==> src/rtl/load_store_unit.sv <==
// ---------------------------------------------------------------------------
// load_store_unit
//
// Memory-access sequencer between the multi-cycle datapath and the data
// memory. It takes one load/store request at a time, forms the effective
// address ea = base + offset (modulo 2^ADDR_W), and drives the memory's
// addr/dataIn/MemRd/MemWr. The memory read is registered, so read data is
// consumed one cycle after MemRd. Byte stores are done as read-modify-write
// because the memory always writes the two bytes at addr and addr+1.
//
// Optional build macro:
//   LSU_ALIGN_CHECK_EN  when defined, LW/SW with an odd ea are rejected
//                       (done+err, no memory access). When undefined,
//                       odd word addresses go through to memory unchanged.
//
// Ports:
//   clk         in   system clock, all state on posedge
//   rst         in   synchronous active-high reset
//   start       in   request strobe, only sampled in IDLE
//   op          in   3-bit op: 000 LW, 001 LBU, 010 LB, 100 SW, 101 SB
//   base        in   base register value
//   offset      in   signed two's-complement offset
//   storeData   in   store data (SB uses bits [7:0])
//   busy        out  high in every non-IDLE state
//   done        out  one-cycle completion pulse
//   err         out  one-cycle pulse with done on illegal/rejected request
//   loadData    out  result of the last completed load, held otherwise
//   memAddr     out  memory address (always the latched ea)
//   memDataIn   out  memory write data (zero outside WR)
//   memDataOut  in   memory read data, valid the cycle after MemRd
//   MemRd       out  memory read enable
//   MemWr       out  memory write enable
//
// States:
//   state  | meaning
//   IDLE   | waiting for start; request latched on accept
//   RD     | MemRd issued at ea
//   WAIT   | memory read data valid; load result or RMW merge captured
//   WR     | MemWr issued at ea (store data or merged word)
//   DONE   | done pulse (err if request was illegal/rejected)
// ---------------------------------------------------------------------------
module load_store_unit #(
  parameter int ADDR_W = 16,
  parameter int DATA_W = 16
) (
  input  logic              clk,
  input  logic              rst,
  input  logic              start,
  input  logic [2:0]        op,
  input  logic [ADDR_W-1:0] base,
  input  logic [ADDR_W-1:0] offset,
  input  logic [DATA_W-1:0] storeData,
  output logic              busy,
  output logic              done,
  output logic              err,
  output logic [DATA_W-1:0] loadData,
  output logic [ADDR_W-1:0] memAddr,
  output logic [DATA_W-1:0] memDataIn,
  input  logic [DATA_W-1:0] memDataOut,
  output logic              MemRd,
  output logic              MemWr
);

  localparam logic [2:0] OP_LW  = 3'b000;
  localparam logic [2:0] OP_LBU = 3'b001;
  localparam logic [2:0] OP_LB  = 3'b010;
  localparam logic [2:0] OP_SW  = 3'b100;
  localparam logic [2:0] OP_SB  = 3'b101;

  typedef enum logic [2:0] {
    S_IDLE = 3'd0,
    S_RD   = 3'd1,
    S_WAIT = 3'd2,
    S_WR   = 3'd3,
    S_DONE = 3'd4
  } state_t;

  state_t state, state_nxt;

  logic [2:0]        op_q;
  logic [DATA_W-1:0] sd_q;
  logic [ADDR_W-1:0] ea_q;
  logic [DATA_W-1:0] merge_q;
  logic              err_q;

  logic [ADDR_W-1:0] ea_in;
  logic              op_illegal;
  logic              reject;
  logic              accept;
  logic              op_q_is_load;
  logic [DATA_W-1:0] load_ext;

  // Carry out of the add is dropped on purpose: address space wraps.
  assign ea_in  = base + offset;
  assign accept = (state == S_IDLE) && start;

  always_comb begin
    op_illegal = 1'b1;
    case (op)
      OP_LW, OP_LBU, OP_LB, OP_SW, OP_SB: op_illegal = 1'b0;
      default:                            op_illegal = 1'b1;
    endcase
  end

`ifdef LSU_ALIGN_CHECK_EN
  // Word accesses must be even-aligned; byte ops never trip this.
  assign reject = op_illegal || (((op == OP_LW) || (op == OP_SW)) && ea_in[0]);
`else
  assign reject = op_illegal;
`endif

  assign op_q_is_load = (op_q == OP_LW) || (op_q == OP_LBU) || (op_q == OP_LB);

  always_comb begin
    load_ext = memDataOut;
    case (op_q)
      OP_LBU:  load_ext = {{(DATA_W-8){1'b0}}, memDataOut[7:0]};
      OP_LB:   load_ext = {{(DATA_W-8){memDataOut[7]}}, memDataOut[7:0]};
      default: load_ext = memDataOut;
    endcase
  end

  // State register
  always_ff @(posedge clk) begin
    if (rst) begin
      state <= S_IDLE;
    end else begin
      state <= state_nxt;
    end
  end

  // Next-state logic
  always_comb begin
    state_nxt = state;
    case (state)
      S_IDLE: begin
        if (start) begin
          if (reject) begin
            state_nxt = S_DONE;
          end else if (op == OP_SW) begin
            state_nxt = S_WR;
          end else begin
            // Loads and SB (read half of the read-modify-write)
            state_nxt = S_RD;
          end
        end
      end
      S_RD:    state_nxt = S_WAIT;
      S_WAIT:  state_nxt = (op_q == OP_SB) ? S_WR : S_DONE;
      S_WR:    state_nxt = S_DONE;
      S_DONE:  state_nxt = S_IDLE;
      default: state_nxt = S_IDLE;
    endcase
  end

  // Request latches, load result and RMW merge word
  always_ff @(posedge clk) begin
    if (rst) begin
      op_q     <= 3'b000;
      sd_q     <= '0;
      ea_q     <= '0;
      merge_q  <= '0;
      err_q    <= 1'b0;
      loadData <= '0;
    end else begin
      if (accept) begin
        op_q  <= op;
        sd_q  <= storeData;
        ea_q  <= ea_in;
        err_q <= reject;
      end
      if (state == S_WAIT) begin
        if (op_q_is_load) begin
          loadData <= load_ext;
        end
        if (op_q == OP_SB) begin
          // Keep the neighbouring byte so the two-byte write leaves it intact.
          merge_q <= {memDataOut[DATA_W-1:8], sd_q[7:0]};
        end
      end
    end
  end

  // Moore outputs. Enables are gated by rst so a reset landing on an RD/WR
  // cycle never reaches memory, which keeps an interrupted RMW harmless.
  always_comb begin
    busy      = (state != S_IDLE);
    done      = (state == S_DONE);
    err       = (state == S_DONE) && err_q;
    MemRd     = (state == S_RD) && !rst;
    MemWr     = (state == S_WR) && !rst;
    memAddr   = ea_q;
    memDataIn = '0;
    if (state == S_WR) begin
      memDataIn = (op_q == OP_SB) ? merge_q : sd_q;
    end
  end

endmodule

==> config.mk <==
export PLATFORM = sky130hd
export DESIGN_NAME = load_store_unit
export DESIGN_NICKNAME = d
export VERILOG_FILES = /design/src/rtl/load_store_unit.sv
export SDC_FILE = /design/constraint.sdc
export NUM_CORES = 1
export LEC_CHECK = 0
export CAP_MARGIN = 30
export CORE_ASPECT_RATIO = 0.7
export CORE_MARGIN = 2
export CORE_UTILIZATION = 45
export CTS_CLUSTER_SIZE = 24
export DETAILED_ROUTE_END_ITERATION = 10
export GPL_TIMING_DRIVEN = 0
export PLACE_DENSITY_LB_ADDON = 0.1
export SLEW_MARGIN = 25
export SYNTH_ARGS = -nofsm -noshare
export SYNTH_HDL_FRONTEND = slang
export SYNTH_SLANG_ARGS = --single-unit
==> constraint.sdc <==
create_clock -name clk -period 3 [get_ports clk]
set_input_delay 0.6 -clock clk [delete_from_list [all_inputs] [get_ports clk]]
set_output_delay 0.6 -clock clk [all_outputs]
set_load 0.02 [all_outputs]
======== After elaboration in Yosys (flattened, before gate mapping) ========
Cells that the tools add are included.
word-level totals
  flip-flop bits (word level) ............. 71
  output and inout bits ................... 53
cells by class
  $add $sub $neg .......................... 1
  equal/unequal tests ..................... 12
  multiplexer cells ....................... 9
  reduce and logical (&&, ||, !) cells .... 14
operators with widths
  kind                  number
  $mux W16              2
  $pmux W16 S2          1
  $add A16 B16 Y16      1
  $eq A3 B2 Y1 const B  4
  $eq A3 B3 Y1 const B  4
  $pmux W3 S4           1
  $eq A3 B1 Y1 const B  3
  $logic_not A3 Y1      3
  $mux W3               3
  $reduce_or A5 Y1      1
  $logic_and A1 B1 Y1   4
  $reduce_and A2 Y1     2
  $reduce_bool A3 Y1    1
  $logic_or A1 B1 Y1    2
  $mux W2               1
  $ne A2 B2 Y1 const B  1
  $logic_not A1 Y1      1
  $mux W1               1

======== Logic depth before layout (Yosys ltp) ========
Gate-level depths: netlist of run 1.
  depth after elaboration ................. 5
  depth in mapped cells ................... 8
  depth with buffers taken out ............ 8

======== Worst setup path after synthesis of run 1 ========
Ideal clock, no wire load.
  kind .................................... input-to-reg
  start point ............................. input port offset[0]
  end point ............................... register ea_q[8], in the netlist memAddr[8]
  arrival time ............................ 2.350 ns
  required time ........................... 2.930 ns
  slack ................................... 0.579 ns
  stages .................................. 8
  buffers on the path ..................... 0
  cell sequence ........................... ha_1 fa_1 a211oi_1 o21ai_0 a221oi_1 xnor2_1 nand2_1 a21oi_1
between the ends
  cells in the longest elaborated chain, start to end .. 1
RTL lines
  element               RTL line  RTL
  start, declared       51        input logic [ADDR_W-1:0] offset,
  $add A16 B16 Y16      94        assign ea_in = base + offset;
  end signal, assigned  169       ea_q <= ea_in;
  end, declared         82        logic [ADDR_W-1:0] ea_q;
No other way between the ends.
A chain may end at the register's enable or synchronous reset.

======== Worst setup path in the final report of run 1 ========
  start point ............................. input port rst
  end point ............................... output port MemWr
between the ends
  cells in the longest elaborated chain, start to end .. 2
RTL lines
  element              RTL line  RTL
  start, declared      47        input logic rst,
  $logic_not A1 Y1     191       MemWr = (state == S_WR) && !rst;
  $logic_and A1 B1 Y1  191
  end, declared        61        output logic MemWr
No other way between the ends.

==> impl_metrics.yaml, run 1 <==
run_status:
  status: "complete, no violations"
cells_and_area:
  final_core_util_pct: 66.0
  syn_to_final_growth_pct: 44.1
  nNetsFinal: 701
  diodes: 0
  drive_above_1_share_pct: 5.00
place:
  place_hpwl_um: 8020
  gp_congestion: 0.860
  portBuffers: 122
setup_path:
  cp_common_cell: "clkdlybuf4s50_1"
  required_ns: 2.40
  crit_chain: "clkdlybuf4s50_1 -> clkbuf_2 -> clkbuf_4 -> nor2_1 -> clkdlybuf4s50_1"
  critPathMaxStageDelay_ns: 0.56
  startpoint: "rst"
  critPathSlowestCell: "clkdlybuf4s50_1"
  crit_path_start_kind: "primary input"
  crit_end: "MemWr"
  endpoint_kind: "primary output"
  r2r-end: "merge_q[9]"
  reg2regPathDepth: 6
  r2r_slack_ns: 0.94
  path_class: "in2out"
  r2r_start: "op_q[0]"
  critPathMaxFanout: 10
  cp.arrival_ns: 2.28
synthesis:
  synth-seq-area-share_pct: 40.1
  yosys_warnings: 0
  synth_area_mm2: 0.00354
  syn_inst: 483
  syn_nets: 569
  syn_area_per_cell_um2: 7.34
  ys_seq_elements: 71
  synth_cell_types: 43
drt:
  avgViaCountPerCell: 5.30
  post_drt_wl_per_cell_um: 14.8
  dr.pass1.iters: 4
  ant_nets: 0
  vias: 3823
  drt_drc_violations_left: 0
  finalWirelength_um: 10700
  drt_iter0_drc: 215
global_route:
  overflow: 0
  grt_pass1_vias: 3555
  grt_pass1_wl_um: 17000
  grt_util_all_layers_pct: 25.5
  antenna_found_initial: 0
  grt_max_degree: 14
power_and_ir_drop:
  pwr-share-clk_pct: 31.3
  power.total_uw: 2450
  combPwrFrac_pct: 25.9
  p_leak_uw: 0.00188
  peakVddDrop_uv: 305
  p_int_uw: 1690
  pwr-share-seq_pct: 42.8
  p_per_area_mw_per_mm2: 480
  switching_share_pct: 31.2
  p_sw_uw: 765
floorplan:
  core_mm2: 0.00774
  dieHeight_um: 78.2
  initial_core_util_pct: 45.8
  die_w_um: 110
  fp-row-count: 27
  die_area_mm2: 0.00861
  ios: 123
clocking:
  root_buffer: "clkbuf_8"
  cts_tree: "done"
  cts_max_level: 3
  cts_sinks: 71
  clockBufferDepth: 2
  hold_buffers: 0
  path_clk_slew_ns: 0.08
  cts-buffers-inserted: 9
  clk-insertion-delay-late_ns: 0.35
sta:
  fin_crit_ns: 2.88
  worstMarginPinSlew_ns: 0.763
  setup_violations: 0
  relSlewSlack_pct: 49.1
  post-route-period-util_pct: 96.1
  final.setup_skew_ns: 0.0142
  hold_violations: 0
  tns_ns: 0
  fmax_ghz: 0.347
  slew_violations: 0
  rsz0062_at_grt: "false"
  hold_slack_ns: 0.454
hold_path:
  hp-class: "reg2reg"
job:
  drv_cap: 0
kinds of logic after synthesis:
family / count (synthesis) / share of synthesized area [%]
AO/OA/AOI/OAI: 133 / 21.3
flip-flops: 71 / 40.1
buffers and inverters: 29 / 3.25
multiplexers: 3 / 0.847
adder cells (fa/ha/maj): 16 / 5.86
AND/OR/NAND/NOR: 222 / 26.4
XOR/XNOR: 9 / 2.22
cells in the mapped netlist:
cell	instances	share of area [%]
nand2_1	153	16
a21oi_1	96	14
dfxtp_1	71	40
nor2_1	26	2.8
clkbuf_1	20	2.1
nor3_1	16	2.3
ha_1	15	5.3
o21ai_0	13	1.8
xnor2_1	6	1.5
buf_2	5	0.71
a211oi_1	4	0.85
a21o_1	4	0.85
nand3_1	4	0.56
nor3b_1	4	0.85
and2_1	3	0.53
buf_1	3	0.32
mux2i_1	3	0.85
nand3b_1	3	0.64
nand4_1	3	0.53
xor2_1	3	0.74
a211oi_2	2	0.71
nand2b_1	2	0.35
nor4b_1	2	0.49
o21bai_1	2	0.42
o2bb2ai_1	2	0.49
a211o_1	1	0.25
a21o_4	1	0.42
a21oi_2	1	0.25
a221oi_1	1	0.25
a311oi_1	1	0.25
a41oi_1	1	0.25
and3_1	1	0.18
and3_2	1	0.21
fa_1	1	0.56
inv_1	1	0.11
nand4b_1	1	0.25
nor2b_1	1	0.18
o211a_1	1	0.28
o211ai_1	1	0.21
o22a_1	1	0.25
o31ai_1	1	0.21
or2_2	1	0.18
or4_1	1	0.21
cells in the final DEF (no fill, tap or decap), types with 2 or more instances in the layout:
cell / count
clkdlybuf4s50_1: 120
nand2_1: 153
xnor2_1: 6
ha_1: 15
nand3_1: 4
and2_1: 3
o2bb2ai_1: 2
nor4b_1: 2
nor2_1: 25
o21bai_1: 2
buf_1: 2
o21ai_0: 13
a21o_1: 4
nand4_1: 3
clkinv_4: 2
mux2i_1: 3
buf_2: 6
a211oi_1: 4
xor2_1: 3
nor3_1: 16
a21oi_1: 96
dfxtp_1: 71
a211oi_2: 2
nand2b_1: 2
nand3b_1: 3
clkbuf_1: 17
dlymetal6s2s_1: 2
clkbuf_8: 9
nor3b_1: 4
power groups by stage:
stage | registers, µW | clock network (µW) | logic (µW)
floorplan | 1110 | 0 | 308
global placement | 1070 | 0 | 614
detailed placement | 1070 | 0 | 627
CTS | 1050 | 779 | 632
global route | 1060 | 821 | 694
finish | 1050 | 766 | 635
through the flow:
| stage | std cells | setup WS [ns] | area [µm²] |
|---|---|---|---|
| final | 721 | 0.118 | 5110 |
| after CTS | 722 | 0.0535 | 5100 |
| after floorplan | 483 | 0.579 | 3540 |
| after global placement | 706 | -0.292 | 4890 |
| after global routing | 721 | 0.000665 | 5110 |
| after detailed placement | 706 | -0.266 | 4890 |
layout make-up:
cell class,instances,area [µm²]
buffer,26,110
clock inverter,6,68.8
fill,712,2630
tap,101,126
timing repair buffer,123,1230
sequential,71,1420
multi-input combinational,383,2010
inverter,1,3.75
clock buffer,10,128
flip-flops by register name, summed over array words and instances, names as in the netlist:
signal / cells
loadData: 16
sd_q: 16
memAddr: 16
err_q: 1
merge_q: 16
state: 3
op_q: 3
worst min-delay path by stage:
stage / to / cells past startpoint / start / slack [ns]
2_1_floorplan: merge_q[0] / 2 / merge_q[0] / 0.44
3_3_place_gp: loadData[4] / 2 / loadData[4] / 0.44
3_5_place_dp: memAddr[3] / 2 / memAddr[3] / 0.44
4_1_cts: memAddr[3] / 2 / memAddr[3] / 0.46
5_1_grt: merge_q[15] / 2 / merge_q[15] / 0.47
6_report: memAddr[3] / 2 / memAddr[3] / 0.45
layer usage:
metal | vias to the layer above | share of wire [%] | wire [µm] | GRT usage (%)
met2 | 131 | 43 | 4610 | 38.5
met3 | 11 | 7.3 | 774 | 6.56
met4 | 0 | 1.0 | 111 | 6.71
li1 | 1918 | - | - | -
met1 | 1763 | 48 | 5170 | 35.8
met5 | - | 0 | 0 | 0
worst max-delay path: cells and delay by family:
kind / cells / cell delay [ns]
buffers and inverters: 4 / 1.61
and+or+nand+nor: 1 / 0.06
timing repair:
item,4_1_cts,5_1_grt
setup buffers,1,0
setup endpoints to repair,11,7
pin swaps,1,0
resized for setup,6,4
Note: power is estimated with default switching activity, not from simulation.
==> run 2: changes to the inputs <==
--- a/config.mk
+++ b/config.mk
@@ -12,7 +12,7 @@
 export CTS_CLUSTER_SIZE = 24
 export DETAILED_ROUTE_END_ITERATION = 10
 export GPL_TIMING_DRIVEN = 0
-export PLACE_DENSITY_LB_ADDON = 0.1
+export PLACE_DENSITY = 0.8
 export SLEW_MARGIN = 25
 export SYNTH_ARGS = -nofsm -noshare
 export SYNTH_HDL_FRONTEND = slang
==> run 2 against run 1 <==
Non-clock buffer count unchanged. Largest power group unchanged. Combinational power about the same. Fmax down 0.78%. Clock-buffer cell count increased by 1. Power is 1.1% higher. Register-to-register slack about the same. Clock power grew 3.4%. Cell area grew 0.20%. Core utilization increased by 0.13 points.
==> impl_metrics.yaml, run 2 (synthesis gave the netlist of run 1 again) <==
sta:
  hold_violations: 0
  slew_violations: 0
  fin_crit_ns: 2.90
  final.setup_skew_ns: 0.00786
  relSlewSlack_pct: 60.1
  fmax_ghz: 0.344
  setup_violations: 0
  post-route-period-util_pct: 96.8
  worstMarginPinSlew_ns: 0.599
  rsz0062_at_grt: "false"
drt:
  ant_nets: 0
  dr.pass1.iters: 6
  vias: 3924
  post_drt_wl_per_cell_um: 15.0
  finalWirelength_um: 10800
  drt_drc_violations_left: 0
  drt_iter0_drc: 291
  avgViaCountPerCell: 5.44
clocking:
  root_buffer: "clkbuf_8"
  cts-buffers-inserted: 9
  clk-insertion-delay-late_ns: 0.35
  clockBufferDepth: 2
  cts_tree: "done"
  path_clk_slew_ns: 0.07
  cts_sinks: 71
  cts_max_level: 3
global_route:
  grt_pass1_wl_um: 17500
  antenna_found_initial: 0
  overflow: 0
  grt.busiest_layer: "met2"
  gr-usage-met2_pct: 40.4
  grt_pass1_vias: 3709
  grt_util_all_layers_pct: 25.8
  grt_use_met3_pct: 6.56
  met1_usage_pct: 35.3
  grt_max_degree: 13
cells_and_area:
  fin_cells: 721
  multi_input_area_mm2: 0.00201
  drive_above_1_share_pct: 5.16
  diodes: 0
  final_core_util_pct: 66.1
  layout.area.seq_mm2: 0.00142
  nFillCells: 661
  layout_common_cells: "153 x nand2_1, 119 x clkdlybuf4s50_1, 96 x a21oi_1, 71 x dfxtp_1, 25 x nor2_1"
  nNetsFinal: 701
  final_common_cell: "nand2_1"
  syn_to_final_growth_pct: 44.4
floorplan:
  die_area_mm2: 0.00861
  fp-row-count: 27
  initial_core_util_pct: 45.8
  ios: 123
  dieHeight_um: 78.2
  die_w_um: 110
  core_mm2: 0.00774
setup_path:
  path_class: "in2out"
  critPathMaxStageDelay_ns: 0.55
  required_ns: 2.40
  cp.arrival_ns: 2.30
  critPathSlowestCell: "clkdlybuf4s50_1"
  crit_chain: "clkdlybuf4s50_1 -> clkbuf_2 -> buf_2 -> nor2_1 -> clkdlybuf4s50_1"
  critPathMaxFanout: 10
  reg2regPathDepth: 6
  cp_common_cell: "clkdlybuf4s50_1"
  endpoint_kind: "primary output"
  crit_path_start_kind: "primary input"
power_and_ir_drop:
  combPwrFrac_pct: 25.6
  power.total_uw: 2480
  p_leak_uw: 0.00189
  switching_share_pct: 30.4
  p_per_area_mw_per_mm2: 484
  pwr-share-clk_pct: 32.0
  p_sw_uw: 753
  p_int_uw: 1720
  pwr-share-seq_pct: 42.4
  peakVddDrop_uv: 268
hold_path:
  min_path_cells: 2
  hp-class: "reg2reg"
place:
  gp_congestion: 0.877
  place_hpwl_um: 8180
  placedCellCount: 706
  portBuffers: 122
run_status:
  status: "complete, no violations"
job:
  drv_cap: 0
run 2: power by group through the flow:
stage / clock [µW] / sequential [µW] / combinational, µW
after global placement: 0 / 1070 / 612
final: 792 / 1050 / 634
after CTS: 795 / 1050 / 631
after detailed placement: 0 / 1070 / 626
after floorplan: 0 / 1110 / 308
after global routing: 844 / 1060 / 692
run 2: critical path: cells and delay by family:
family | cells | cell delay, ns
buffers and inverters | 4 | 1.60
AND/OR/NAND/NOR | 1 | 0.09
run 2: final cells by class:
type / count / area share, %
multi-input combinational: 383 / 39.4
sequential: 71 / 27.8
timing repair buffer: 123 / 24.1
clock buffer: 11 / 2.96
tap: 101 / 2.47
buffer: 26 / 2.15
clock inverter: 5 / 1.10
inverter: 1 / 0.0734
run 2: what timing repair did:
action	in CTS	in global routing
hold buffers	0	0
endpoints found under the setup margin	12	10
buffers inserted	1	0
resized for setup	6	5
pin swaps	1	0
run 2: metrics by stage:
stage	area, µm²	setup TNS, ns	hold WS [ns]	worst slack [ns]
floorplan	3540	0	0.437	0.579
global placement	4890	-0.394	0.441	-0.211
detailed placement	4890	-0.646	0.448	-0.252
CTS	5110	0	0.459	0.0113
global route	5120	0	0.470	0.0163
finish	5120	0	0.457	0.0959
run 2: final timing paths:
kind / start / end / slack, ns
min reg2reg: merge_q[14] / merge_q[14] / 0.46
min: merge_q[14] / merge_q[14] / 0.46
max reg2reg: op_q[0] / merge_q[6] / 0.94
max: rst / MemWr / 0.1
run 2: per-layer routing:
| layer | wire length [µm] | vias to the layer above |
|---|---|---|
| met5 | 0 | - |
| met4 | 140 | 0 |
| met3 | 922 | 17 |
| met2 | 4880 | 167 |
| met1 | 4860 | 1819 |
| li1 | - | 1921 |
==> run 3: changes to the inputs <==
--- a/config.mk
+++ b/config.mk
@@ -8,11 +8,12 @@
 export CAP_MARGIN = 30
 export CORE_ASPECT_RATIO = 0.7
 export CORE_MARGIN = 2
-export CORE_UTILIZATION = 45
+export CORE_UTILIZATION = 60
 export CTS_CLUSTER_SIZE = 24
 export DETAILED_ROUTE_END_ITERATION = 10
+export DONT_BUFFER_PORTS = 1
 export GPL_TIMING_DRIVEN = 0
-export PLACE_DENSITY = 0.8
+export PLACE_DENSITY = 0.76
 export SLEW_MARGIN = 25
 export SYNTH_ARGS = -nofsm -noshare
 export SYNTH_HDL_FRONTEND = slang
==> run 3 against run 2 <==
Routed wire length down 11%. Highest routed layer unchanged. Setup slack gained 0.11 ns. Sequential power is 5% higher. Register-to-register slack worse by 0.08 ns.
==> impl_metrics.yaml, run 3 (synthesis gave the netlist of run 1 again) <==
cells_and_area:
  drive_above_1_share_pct: 5.60
  syn_to_final_growth_pct: 8.58
  final_core_util_pct: 67.2
  nNetsFinal: 581
  diodes: 0
  final_common_cell: "nand2_1"
  layout_common_cells: "153 x nand2_1, 96 x a21oi_1, 71 x dfxtp_1, 25 x nor2_1, 21 x clkbuf_1"
drt:
  drt_drc_violations_left: 0
  dr.pass1.iters: 4
  drt_iter0_drc: 268
  ant_nets: 0
  finalWirelength_um: 9610
  vias: 3394
  post_drt_wl_per_cell_um: 16.7
  avgViaCountPerCell: 5.90
clocking:
  hold_buffers: 0
  cts_max_level: 3
  path_clk_slew_ns: 0.07
  cts-buffers-inserted: 9
  clk-insertion-delay-late_ns: 0.35
  clockBufferDepth: 2
  cts_resized: 0
  cts_tree: "done"
  root_buffer: "clkbuf_8"
  cts_setup_buffers: 0
  cts_sinks: 71
power_and_ir_drop:
  power.total_uw: 2270
  p_leak_uw: 0.00138
  peakVddDrop_uv: 409
  p_per_area_mw_per_mm2: 591
floorplan:
  fp-row-count: 23
  die_w_um: 95.9
  dieHeight_um: 68.3
  die_area_mm2: 0.00655
  core_mm2: 0.00573
  initial_core_util_pct: 61.9
  ios: 123
sta:
  hold_violations: 0
  setup_violations: 0
  worstMarginPinSlew_ns: 0.828
  post-route-period-util_pct: 93.2
  rsz0062_at_grt: "false"
  relSlewSlack_pct: 44.7
  fmax_ghz: 0.358
  slew_violations: 0
  final.setup_skew_ns: 0.0103
  tns_ns: 0
  fin_crit_ns: 2.79
global_route:
  antenna_found_initial: 0
  grt_max_degree: 13
  grt_pass1_wl_um: 14700
  grt_pass1_vias: 3113
  overflow: 0
  grt_util_all_layers_pct: 29.8
run_status:
  status: "complete, no violations"
setup_path:
  path_class: "reg2out"
  cp.arrival_ns: 2.19
  critPathMaxFanout: 10
  crit_path_start_kind: "flop"
  required_ns: 2.40
  endpoint_kind: "primary output"
place:
  place_hpwl_um: 7190
  portBuffers: 0
  gp_congestion: 0.948
hold_path:
  hp-class: "in2reg"
job:
  drv_cap: 0
## run 3: layout make-up
| class | instances | area (µm²) |
|---|---|---|
| Buffer | 28 | 111 |
| Timing Repair Buffer | 1 | 10.0 |
| Clock inverter | 5 | 56.3 |
| Multi-Input combinational cell | 383 | 2010 |
| Inverter | 1 | 3.75 |
| Tap cell | 75 | 93.8 |
| Clock buffer | 11 | 141 |
| Sequential cell | 71 | 1420 |
| Fill cell | 535 | 1880 |
## run 3: where the power goes
group          leakage (µW)  switching [µW]  internal, µW
sequential         0.000579            94.2          1010
combinational      0.000704             261           142
clock             0.0000997             361           407
total               0.00138             717          1560
## run 3: layer usage
layer | track usage, % | part of all wire (%) | vias up
met4 | 6.79 | 0.93 | 0
met5 | 0 | 0 | -
met3 | 11.7 | 11 | 11
li1 | - | - | 1675
met1 | 38.4 | 44 | 1547
met2 | 47.6 | 44 | 161
## run 3: worst max-delay path: stages (launching register included)
cell	delay, ns
dfxtp_1	0.44
or2_2	0.15
clkbuf_1	0.30
clkbuf_1	0.42
nand2_1	0.10
a21oi_1	0.43
## run 3: path summary, 6_finish.rpt
check                startpoint       endpoint  slack (ns)  cells after the start
setup / recovery        op_q[1]  memDataIn[14]        0.21                      5
hold / removal    memDataOut[7]    loadData[7]        0.38                      2
setup reg to reg        op_q[0]    merge_q[11]        0.86                      7
hold reg to reg      merge_q[0]     merge_q[0]        0.46                      2
## run 3: through the flow
step,worst slack (ns),instance area [µm²],hold WS (ns),std cells
4_1_cts,0.110,3840,0.369,575
6_report,0.205,3850,0.380,575
3_5_place_dp,0.277,3650,0.448,559
3_3_place_gp,0.360,3640,0.441,558
5_1_grt,0.0227,3850,0.369,575
2_1_floorplan,0.579,3540,0.437,483
